==> src/rtl/instr_fetch_queue_if.sv <==
`default_nettype none
// ============================================================================
// Module   : instr_fetch_queue_if
// Purpose  : Fetch-stage bundle: PC register, instruction memory and decode.
// Revision : 1.0
// ============================================================================
interface instr_fetch_queue_if #(
    parameter int XLEN = 32
);
    // PC register side
    logic [XLEN-1:0] iPC;
    logic            iRedirect;
    logic            oPCAdv;
    // Instruction memory side
    logic            oMemReq;
    logic [XLEN-1:0] oMemAddr;
    logic            iMemGnt;
    logic            iMemRValid;
    logic [XLEN-1:0] iMemRData;
    // Decode side
    logic            oInstrValid;
    logic [XLEN-1:0] oInstr;
    logic [XLEN-1:0] oInstrPC;
    logic            iDecodeReady;

    modport slave (
        input  iPC, iRedirect, iMemGnt, iMemRValid, iMemRData, iDecodeReady,
        output oPCAdv, oMemReq, oMemAddr, oInstrValid, oInstr, oInstrPC
    );

    modport master (
        output iPC, iRedirect, iMemGnt, iMemRValid, iMemRData, iDecodeReady,
        input  oPCAdv, oMemReq, oMemAddr, oInstrValid, oInstr, oInstrPC
    );
endinterface
`default_nettype wire

==> src/rtl/instr_fetch_queue.sv <==
`default_nettype none
// ============================================================================
// Module   : instr_fetch_queue
// Purpose  : Single-outstanding instruction fetcher feeding a DEPTH-entry queue.
// Revision : 1.0
// ============================================================================
module instr_fetch_queue #(
    parameter int DEPTH = 2,
    parameter int XLEN  = 32
) (
    input  wire logic           iClk,
    input  wire logic           iRst,
    instr_fetch_queue_if.slave  bus
);

    localparam int c_PTR_W = (DEPTH > 1) ? $clog2(DEPTH) : 1;
    localparam int c_CNT_W = c_PTR_W + 1;

    typedef enum logic [1:0] {
        S_IDLE = 2'd0,
        S_WAIT = 2'd1,
        S_DROP = 2'd2
    } state_t;

    state_t              r_state;
    logic [XLEN-1:0]     r_issued_pc;
    logic [XLEN-1:0]     r_instr_q [DEPTH];
    logic [XLEN-1:0]     r_pc_q    [DEPTH];
    logic [c_PTR_W-1:0]  r_wr_ptr;
    logic [c_PTR_W-1:0]  r_rd_ptr;
    logic [c_CNT_W-1:0]  r_count;

    logic w_not_full;
    logic w_nonempty;
    logic w_req;
    logic w_grant;
    logic w_push;
    logic w_valid;
    logic w_pop;

    assign w_not_full = (r_count < c_CNT_W'(DEPTH));
    assign w_nonempty = (r_count != '0);

    // Request is independent of the grant; reset gates it so nothing leaks
    // out while the rest of the state is being forced to zero.
    assign w_req   = !iRst && (r_state == S_IDLE) && !bus.iRedirect && w_not_full;
    assign w_grant = w_req && bus.iMemGnt;
    assign w_push  = (r_state == S_WAIT) && bus.iMemRValid && !bus.iRedirect;
    assign w_valid = w_nonempty && !bus.iRedirect;
    assign w_pop   = w_valid && bus.iDecodeReady;

    assign bus.oMemReq     = w_req;
    assign bus.oMemAddr    = {bus.iPC[XLEN-1:2], 2'b00};
    assign bus.oPCAdv      = w_grant;
    assign bus.oInstrValid = w_valid;
    assign bus.oInstr      = w_nonempty ? r_instr_q[r_rd_ptr] : '0;
    assign bus.oInstrPC    = w_nonempty ? r_pc_q[r_rd_ptr]    : '0;

    always_ff @(posedge iClk or posedge iRst) begin
        if (iRst) begin
            r_state     <= S_IDLE;
            r_issued_pc <= '0;
        end else begin
            case (r_state)
                S_IDLE: begin
                    if (w_grant) begin
                        r_issued_pc <= bus.iPC;
                        r_state     <= S_WAIT;
                    end
                end
                S_WAIT: begin
                    if (bus.iMemRValid) begin
                        r_state <= S_IDLE;
                    end else if (bus.iRedirect) begin
                        r_state <= S_DROP;
                    end
                end
                S_DROP: begin
                    if (bus.iMemRValid) begin
                        r_state <= S_IDLE;
                    end
                end
                default: r_state <= S_IDLE;
            endcase
        end
    end

    // A redirect wins over push/pop: both are already suppressed that cycle.
    always_ff @(posedge iClk or posedge iRst) begin
        if (iRst) begin
            r_wr_ptr <= '0;
            r_rd_ptr <= '0;
            r_count  <= '0;
        end else if (bus.iRedirect) begin
            r_wr_ptr <= '0;
            r_rd_ptr <= '0;
            r_count  <= '0;
        end else begin
            if (w_push) begin
                r_wr_ptr <= r_wr_ptr + c_PTR_W'(1);
            end
            if (w_pop) begin
                r_rd_ptr <= r_rd_ptr + c_PTR_W'(1);
            end
            case ({w_push, w_pop})
                2'b10:   r_count <= r_count + c_CNT_W'(1);
                2'b01:   r_count <= r_count - c_CNT_W'(1);
                default: r_count <= r_count;
            endcase
        end
    end

    // Storage needs no reset: the output mux masks it whenever count is zero.
    always_ff @(posedge iClk) begin
        if (w_push) begin
            r_instr_q[r_wr_ptr] <= bus.iMemRData;
            r_pc_q[r_wr_ptr]    <= r_issued_pc;
        end
    end

endmodule
`default_nettype wire

==> src/flat_wrapper.sv <==
// flat-port wrapper written by rule: the top's interface ports become plain ports
module instr_fetch_queue_flat 
#(
    parameter int DEPTH = 2,
    parameter int XLEN  = 32
)
  (iClk, iRst, bus_iPC, bus_iRedirect, bus_iMemGnt, bus_iMemRValid, bus_iMemRData, bus_iDecodeReady, bus_oPCAdv, bus_oMemReq, bus_oMemAddr, bus_oInstrValid, bus_oInstr, bus_oInstrPC);
  instr_fetch_queue_if #(.XLEN(XLEN)) bus_i ();
  input  wire logic iClk;
  input  wire logic iRst;
  input wire logic [$bits(bus_i.iPC)-1:0] bus_iPC;
  input wire logic [$bits(bus_i.iRedirect)-1:0] bus_iRedirect;
  input wire logic [$bits(bus_i.iMemGnt)-1:0] bus_iMemGnt;
  input wire logic [$bits(bus_i.iMemRValid)-1:0] bus_iMemRValid;
  input wire logic [$bits(bus_i.iMemRData)-1:0] bus_iMemRData;
  input wire logic [$bits(bus_i.iDecodeReady)-1:0] bus_iDecodeReady;
  output wire logic [$bits(bus_i.oPCAdv)-1:0] bus_oPCAdv;
  output wire logic [$bits(bus_i.oMemReq)-1:0] bus_oMemReq;
  output wire logic [$bits(bus_i.oMemAddr)-1:0] bus_oMemAddr;
  output wire logic [$bits(bus_i.oInstrValid)-1:0] bus_oInstrValid;
  output wire logic [$bits(bus_i.oInstr)-1:0] bus_oInstr;
  output wire logic [$bits(bus_i.oInstrPC)-1:0] bus_oInstrPC;
  assign bus_i.iPC = bus_iPC;
  assign bus_i.iRedirect = bus_iRedirect;
  assign bus_i.iMemGnt = bus_iMemGnt;
  assign bus_i.iMemRValid = bus_iMemRValid;
  assign bus_i.iMemRData = bus_iMemRData;
  assign bus_i.iDecodeReady = bus_iDecodeReady;
  assign bus_oPCAdv = bus_i.oPCAdv;
  assign bus_oMemReq = bus_i.oMemReq;
  assign bus_oMemAddr = bus_i.oMemAddr;
  assign bus_oInstrValid = bus_i.oInstrValid;
  assign bus_oInstr = bus_i.oInstr;
  assign bus_oInstrPC = bus_i.oInstrPC;
  instr_fetch_queue #(.DEPTH(DEPTH), .XLEN(XLEN)) u_core (.iClk(iClk), .iRst(iRst), .bus(bus_i));
endmodule
==> config.mk <==
export PLATFORM = sky130hd
export DESIGN_NAME = instr_fetch_queue_flat
export DESIGN_NICKNAME = d
export VERILOG_FILES = /design/src/rtl/instr_fetch_queue_if.sv /design/src/rtl/instr_fetch_queue.sv /design/src/flat_wrapper.sv
export SDC_FILE = /design/constraint.sdc
export NUM_CORES = 1
export LEC_CHECK = 0
export CAP_MARGIN = 20
export CORE_ASPECT_RATIO = 0.9
export CORE_MARGIN = 2
export CORE_UTILIZATION = 49
export DETAILED_ROUTE_END_ITERATION = 8
export PLACE_DENSITY_LB_ADDON = 0.08
export SLEW_MARGIN = 0
export SYNTH_ARGS = -nofsm -noshare
export SYNTH_HDL_FRONTEND = slang
export SYNTH_SLANG_ARGS = --single-unit
==> constraint.sdc <==
create_clock -name iClk -period 4.6 [get_ports iClk]
set_input_delay 0.46 -clock iClk [delete_from_list [all_inputs] [get_ports iClk]]
set_output_delay 0.46 -clock iClk [all_outputs]
set_load 0.03 [all_outputs]
==> out/results.tsv, run 1 <==
metric	value	unit
mostFrequentLayoutCells	clkdlybuf4s50_1 (166), edfxtp_1 (128), nor2_1 (69), mux2i_1 (64), dfrtp_1 (37)	
antennaDiodeCount	0	
grt_max_degree	65	
clk_pin_slew_worst_paths	60	ps
n_fill_cell	973	
synth.area.top_cells	edfxtp_1 (57%), dfrtp_1 (14%), mux2i_1 (9.5%)	
avgRoutedWirePerCell	17.2	um
grt_pass1_wl	19400	um
die_h	115	um
numCtsBuffers	17	
fin_nets	620	
cts.path.max_buffers	2	
grt_pass1_vias	3829	
synth_top_family_by_area	multiplexers	
stdcell_count	731	
setup_violations	0	
leakagePower	3.10	nW
dp_hpwl	7680	um
drc	0	
fin_crit	3220	ps
drtIter0Drc	246	
numPortBuffers	166	
final_common_cell	clkdlybuf4s50_1	
start_util	50.3	%
via_per_inst	5.03	
drv_cap	0	
antenna_found_initial	0	
yosysWarnings	0	
finalCritPeriodShare	70.0	%
finalWeightedCongestion	0.691	
ys_ff_latch	166	
floorplan.rows	40	
root_buffer	clkbuf_16	
avgSynthCellArea	16.4	um^2
synth_top_area_share	57.2	%
vdd_drop_max	279	uV
core	13400	um^2
ios	169	
clk-insertion-delay-late	410	ps
final-max-slew-violation-count	0	
drt_wl_total	12600	um
synth-simple-area-share	5.29	%
drive_above_1_share	13.1	%
critPathCaptureType	primary output	
power.density	407	nW/um^2
cts_setup_buffers	0	
chipWidth	127	um
firstDrtPassIters	4	
dpl.cell_count	699	
relSlewSlack	39.6	%
hold_violations	0	
preCtsSetupSlack	1490	ps
detail-route-antenna-nets	0	
yosysTopAreaCell	edfxtp_1	
cts_tree	built	
synth_area	6720	um^2
cts_resized	0	
syn_to_final_growth	33.2	%
path_class	flop to primary output	
cts.sinks	166	
critPathMaxFanout	40	
htreeDepth	4	
yosysSeqAreaShare	71.4	%
fin_ws	1380	ps
vias	3678	
grt.total_usage	17.8	%
synth_xor_area_share	0.261	%
holdWs	468	ps
outcome	finished clean	
synth_compound_area_share	0.689	%
startpoint_type	flop	
rsz0062_at_grt	no	
worst_pin_slew	906	ps
die-area	14700	um^2
fin_skew	7.18	ps
crit_required	4140	ps
synth_fa_ha_area_share	0	%
max_freq	310	MHz
power.total	3.64	mW
grt_overflow_total	0	
cts_hold_buf	0	
arrival	2760	ps
synth_cell_types	31	
finalSetupTns	0	ps
synth_mux_area_share	16.5	%
min_path_type	flop to flop	
synthCells	410	
-- per-stage QoR --
step	area, um^2	util, %
3_3_place_gp	8270	61.9
6_report	8940	66.9
2_1_floorplan	6720	-
3_5_place_dp	8300	62.1
5_1_grt	8940	66.9
4_1_cts	8940	66.9
-- critical path: stages, from the launching register on --
cell and delay, ps:
dfrtp_1 480, nor2_4 560, buf_4 520, nor2_1 130, clkdlybuf4s50_1 620
-- Yosys cell counts --
library cell,number
nor4b_2,1
a31oi_1,2
xor2_1,1
inv_1,4
or2_2,1
buf_2,9
nor3_1,1
nor4b_1,1
conb_1,1
clkbuf_1,2
buf_1,4
edfxtp_1,128
o21ai_0,1
nand3b_1,2
nand2b_1,1
a21oi_1,2
and3_1,1
o41ai_1,1
o211a_1,1
buf_12,3
nor2_1,72
inv_4,1
nand2_1,1
nor4bb_1,1
xnor2_1,1
mux2_4,29
mux2i_1,64
and3b_1,1
dfrtp_1,38
mux2_2,3
buf_4,32
-- layout make-up --
cell class	instances	area (um^2)	share of cell area (%)
well taps	168	210	2.35
flip-flops and latches	166	4800	53.6
inverters	5	21.3	0.238
multi-input cells	190	1560	17.4
clock buffers	24	502	5.61
repair buffers	170	1710	19.1
clock inverters	8	143	1.59
-- registers in the layout (all words and copies together), names as in the netlist --
signal / count
u_core.r_state: 2
u_core.r_rd_ptr: 1
u_core.r_issued_pc: 32
u_core.r_pc_q: 64
u_core.r_count: 2
u_core.r_wr_ptr: 1
u_core.r_instr_q: 64
-- per-layer routing --
metal / GRT usage (%) / part of all wire, % / vias up / wire length (um)
met5: 0 / 0 / - / 0
met4: 6.96 / 1.2 / 0 / 153
met3: 5.44 / 5.5 / 11 / 697
met2: 29.2 / 50 / 120 / 6230
met1: 22.5 / 44 / 1807 / 5500
li1: - / - / 1740 / -
-- kinds of logic (layout without fill, tap and decap cells) --
kind of cell,Yosys count,after routing
simple gates,83,83
buf+inv,55,207
compound gates,7,7
other cells,1,2
mux,96,96
flops,166,166
xor+xnor,2,2
-- final timing paths --
check,from,end,slack (ps),depth (start not counted)
max,u_core.r_count[1],bus_oInstrPC[13],1380,4
min,u_core.r_issued_pc[31],u_core.r_pc_q[1][31],470,0
max reg2reg,u_core.r_state[1],u_core.r_pc_q[0][12],2340,4
min reg2reg,u_core.r_issued_pc[31],u_core.r_pc_q[1][31],470,0
max in group asynchronous,iRst,u_core.r_rd_ptr,3290,2
min in group asynchronous,iRst,u_core.r_count[0],650,2
-- power by group --
part           switching, mW  internal [mW]
clock                  0.529          0.979
sequential            0.0578           1.74
combinational          0.140          0.195
(Power assumes the default switching activity.)
==> run 2: changes to the inputs <==
--- a/config.mk
+++ b/config.mk
@@ -8,7 +8,7 @@
 export CAP_MARGIN = 20
 export CORE_ASPECT_RATIO = 0.9
 export CORE_MARGIN = 2
-export CORE_UTILIZATION = 49
+export CORE_UTILIZATION = 44
 export DETAILED_ROUTE_END_ITERATION = 8
 export PLACE_DENSITY_LB_ADDON = 0.08
 export SLEW_MARGIN = 0
==> constraint.sdc (replaced) <==
create_clock -name iClk -period 2.9 [get_ports iClk]
set_input_delay 0.29 -clock iClk [delete_from_list [all_inputs] [get_ports iClk]]
set_output_delay 0.29 -clock iClk [all_outputs]
set_load 0.03 [all_outputs]
==> out/results.tsv, run 2 (synthesis results as in run 1) <==
metric	value	unit
outcome	finished clean	
hold_violations	0	
antennaDiodeCount	0	
numCtsBuffers	17	
clk-insertion-delay-late	420	ps
start_util	45.3	%
finalCritPeriodShare	89.9	%
design_area	8950	um^2
critPathCaptureType	primary output	
clk_pin_slew_worst_paths	60	ps
antenna_found_initial	0	
drtIter0Drc	177	
startpoint_type	flop	
leakagePower	3.10	nW
placed_area	8420	um^2
vdd_drop_max	439	uV
path_class	flop to primary output	
slowest_stage	clkdlybuf4s50_1	
critPathMaxFanout	46	
timing.critical_path.buf_inv	2	
worst_pin_slew	558	ps
vias	3694	
grt_pass1_vias	3739	
drive_above_1_share	14.0	%
fin_nets	628	
detail-route-antenna-nets	0	
reg_top3	u_core.r_instr_q x64, u_core.r_pc_q x64, u_core.r_issued_pc x32	
setup_violations	0	
crit_required	2610	ps
crit_family	buffers and inverters	
rsz0062_at_grt	no	
dp_hpwl	8240	um
die-area	16300	um^2
cts_hold_buf	0	
holdWs	400	ps
grt_overflow_total	0	
floorplan.rows	42	
firstDrtPassIters	4	
numPortBuffers	166	
drc	0	
grt.total_usage	16.7	%
slowest_delay	630	ps
avgRoutedWirePerCell	17.0	um
fin_skew	6.14	ps
grt_pass1_wl	20100	um
chipWidth	134	um
arrival	2320	ps
cts_setup_buffers	0	
crit_chain	nor2_4, buf_4, nor2_1, clkdlybuf4s50_1	
ios	169	
met1_length	5560	um
cts.path.max_buffers	2	
relSlewSlack	62.8	%
cts.sinks	166	
mostFrequentLayoutCells	clkdlybuf4s50_1 (166), edfxtp_1 (128), nor2_1 (69), mux2i_1 (64), dfrtp_1 (37)	
power.density	608	nW/um^2
cts_tree	built	
dr_wl_met3	790	um
core	14800	um^2
min_path_type	input port to asynchronous set/reset pin	
wl_met2	6500	um
die_h	121	um
via_per_inst	4.80	
top_layer	met4	
drt_wl_total	13100	um
power.total	5.44	mW
fin_crit	2610	ps
drv_cap	0	
root_buffer	clkbuf_16	
fin_ws	292	ps
cts_resized	0	
preCtsSetupSlack	538	ps
final-max-slew-violation-count	0	
syn_to_final_growth	33.3	%
finalSetupTns	0	ps
final_common_cell	clkdlybuf4s50_1	
htreeDepth	4	
max_freq	383	MHz
grt_max_degree	47	
finalWeightedCongestion	0.698	
==> run 2: changes by cell type in the layout (fill, tap and decap cells not counted) <==
cell,previous run,this run
buf_12,0,3
buf_4,3,9
buf_16,1,0
clkinv_2,3,7
bufinv_16,4,1
clkinv_4,0,2
clkbuf_1,2,4
clkbuf_8,5,1
clkinvlp_4,1,0
==> run 2: area by class of cell <==
cell class	instances	area, um^2
inverters	5	21.3
flip-flops and latches	166	4800
repair buffers	178	1790
clock buffers	22	454
multi-input cells	190	1560
clock inverters	10	82.6
fillers	1135	5870
well taps	198	248
==> run 2: path summary, 6_finish.rpt <==
| check | startpoint | end | slack, ps | cells past startpoint |
|---|---|---|---|---|
| worst max register to register | u_core.r_count[1] | u_core.r_issued_pc[11] | 840 | 5 |
| max in group asynchronous | iRst | u_core.r_rd_ptr | 2080 | 3 |
| worst min register to register | u_core.r_issued_pc[12] | u_core.r_pc_q[1][12] | 470 | 0 |
| min in group iClk | bus_iMemRData[26] | u_core.r_instr_q[1][26] | 440 | 1 |
| worst max-delay path | u_core.r_count[1] | bus_oInstrPC[15] | 290 | 4 |
| worst min-delay path | iRst | u_core.r_issued_pc[31] | 400 | 3 |
==> run 2: through the flow <==
stage,utilization (%),std cells
floorplan,-,411
global route,60.4,769
CTS,60.4,769
finish,60.4,769
detailed placement,56.8,737
global placement,56.8,737
==> run 2: tightest hold or removal path: cells and delay by family <==
family,cells,cell delay (ps)
buffers and inverters,3,980
==> run 2: power by group <==
part           leakage, nW  internal (mW)  switching (mW)
clock                0.271           1.19           0.860
sequential            1.62           2.75          0.0953
combinational         1.21          0.313           0.227
total                 3.10           4.26            1.18
==> run 2: metal layers <==
metal / up-vias / GRT usage [%]
met1: 1798 / 21.1
met5: - / 0
li1: 1754 / -
met3: 18 / 4.89
met4: 0 / 6.71
met2: 124 / 27.3
==> run 3: changes to the inputs <==
--- a/config.mk
+++ b/config.mk
@@ -11,6 +11,7 @@
 export CORE_UTILIZATION = 44
 export DETAILED_ROUTE_END_ITERATION = 8
 export PLACE_DENSITY_LB_ADDON = 0.08
+export REMOVE_ABC_BUFFERS = 1
 export SLEW_MARGIN = 0
 export SYNTH_ARGS = -nofsm -noshare
 export SYNTH_HDL_FRONTEND = slang
==> out/results.tsv, run 3 (synthesis results as in run 1) <==
metric	value	unit
crit_chain	buf_12, mux2i_1, nor2_1, clkdlybuf4s50_1	
netSwitchingFraction	20.8	%
crit_required	2610	ps
slowest_stage	clkdlybuf4s50_1	
ios	169	
holdWs	354	ps
cts_tree	built	
cts.sinks	166	
crit_family	buffers and inverters	
finalCritPeriodShare	93.4	%
drv_cap	0	
setup_violations	0	
slowest_delay	700	ps
chipWidth	134	um
reg_top3	u_core.r_instr_q x64, u_core.r_pc_q x64, u_core.r_issued_pc x32	
hold_violations	0	
firstDrtPassIters	4	
detail-route-antenna-nets	0	
power.total	5.55	mW
grt_overflow_total	0	
grt_pass1_wl	19600	um
clk-insertion-delay-late	410	ps
cts_hold_buf	0	
clk_pin_slew_worst_paths	60	ps
critPathCaptureType	primary output	
grt_max_degree	51	
relSlewSlack	37.5	%
grt_pass1_vias	3757	
drtIter0Drc	223	
antennaDiodeCount	0	
p_clk_share	39.1	%
internal_power	4.40	mW
core	14800	um^2
drt_wl_total	12800	um
root_buffer	clkbuf_16	
finalWeightedCongestion	0.714	
outcome	finished clean	
numCtsBuffers	17	
worst_pin_slew	931	ps
leakagePower	3.10	nW
antenna_found_initial	0	
n_fill_cell	1142	
arrival	2420	ps
avgRoutedWirePerCell	16.7	um
power.density	618	nW/um^2
numPortBuffers	166	
final-max-slew-violation-count	0	
fin_crit	2710	ps
comb_power_share	9.6	%
min_path_type	input port to asynchronous set/reset pin	
seqPwrFrac	51.2	%
via_per_inst	4.74	
path_class	flop to primary output	
final_common_cell	clkdlybuf4s50_1	
fin_nets	626	
startpoint_type	flop	
critPathMaxFanout	35	
dpl.cell_count	735	
cts_resized	0	
fin_skew	5.24	ps
start_util	45.3	%
vias	3632	
grt.total_usage	16.4	%
mostFrequentLayoutCells	clkdlybuf4s50_1 (166), edfxtp_1 (128), nor2_1 (69), mux2i_1 (64), dfrtp_1 (37)	
dp_hpwl	8210	um
drc	0	
floorplan.rows	42	
rsz0062_at_grt	no	
max_freq	369	MHz
timing.critical_path.buf_inv	2	
vdd_drop_max	415	uV
drive_above_1_share	13.2	%
cts_setup_buffers	0	
p_sw	1.16	mW
die-area	16300	um^2
stdcell_count	767	
htreeDepth	4	
syn_to_final_growth	33.8	%
cts.path.max_buffers	2	
die_h	121	um
==> run 3: path summary, 6_finish.rpt <==
path / start / endpoint / slack [ps] / depth (start not counted)
setup / recovery: u_core.r_rd_ptr / bus_oInstrPC[28] / 190 / 4
hold / removal: iRst / u_core.r_count[1] / 350 / 2
setup reg to reg: u_core.r_count[1] / u_core.r_issued_pc[12] / 840 / 5
hold reg to reg: u_core.r_issued_pc[13] / u_core.r_pc_q[1][13] / 470 / 0
max in group asynchronous: iRst / u_core.r_issued_pc[11] / 1860 / 3
min in group iClk: bus_iMemRData[17] / u_core.r_instr_q[0][17] / 460 / 1
==> run 3: power groups by stage <==
stage               logic, mW  clock network (mW)  registers, mW
finish                  0.535                2.17           2.85
CTS                     0.543                2.22           2.85
floorplan               0.262                   0           2.87
global route            0.569                2.33           2.86
detailed placement      0.540                   0           2.89
global placement        0.532                   0           2.88
==> run 3: area by class of cell <==
class,instances,area (um^2),area share [%]
Clock buffer,19,433,4.82
Clock inverter,13,138,1.53
Inverter,5,21.3,0.237
Multi-Input combinational cell,190,1560,17.4
Sequential cell,166,4800,53.4
Tap cell,198,248,2.76
Timing Repair Buffer,176,1790,19.9
==> run 3: worst reg2reg max path, delay by kind of cell (launching register included) <==
| family | cells | cell delay (ps) |
|---|---|---|
| flip-flops | 1 | 480 |
| multiplexers | 1 | 430 |
| AND/OR/NAND/NOR | 2 | 470 |
| buffers and inverters | 2 | 570 |
==> run 3: metrics by stage <==
stage / setup WS, ps / setup TNS [ps] / cell area [um^2] / utilization (%)
3_5_place_dp: 600 / 0 / 8410 / 56.8
3_3_place_gp: 585 / 0 / 8410 / 56.8
5_1_grt: 64.3 / 0 / 8980 / 60.6
2_1_floorplan: -1210 / -185300 / 6350 / -
4_1_cts: 153 / 0 / 8980 / 60.6
6_report: 191 / 0 / 8980 / 60.6
==> run 3: per-layer routing <==
metal  share of wire, %  global-route usage (%)  wire length (um)  up-vias
met5                  0                       0                 0        -
met4                1.3                    5.72               172        0
met3                4.8                    4.85               613       13
met2                 49                    26.0              6230      112
met1                 45                    21.6              5780     1764
li1                   -                       -                 -     1743
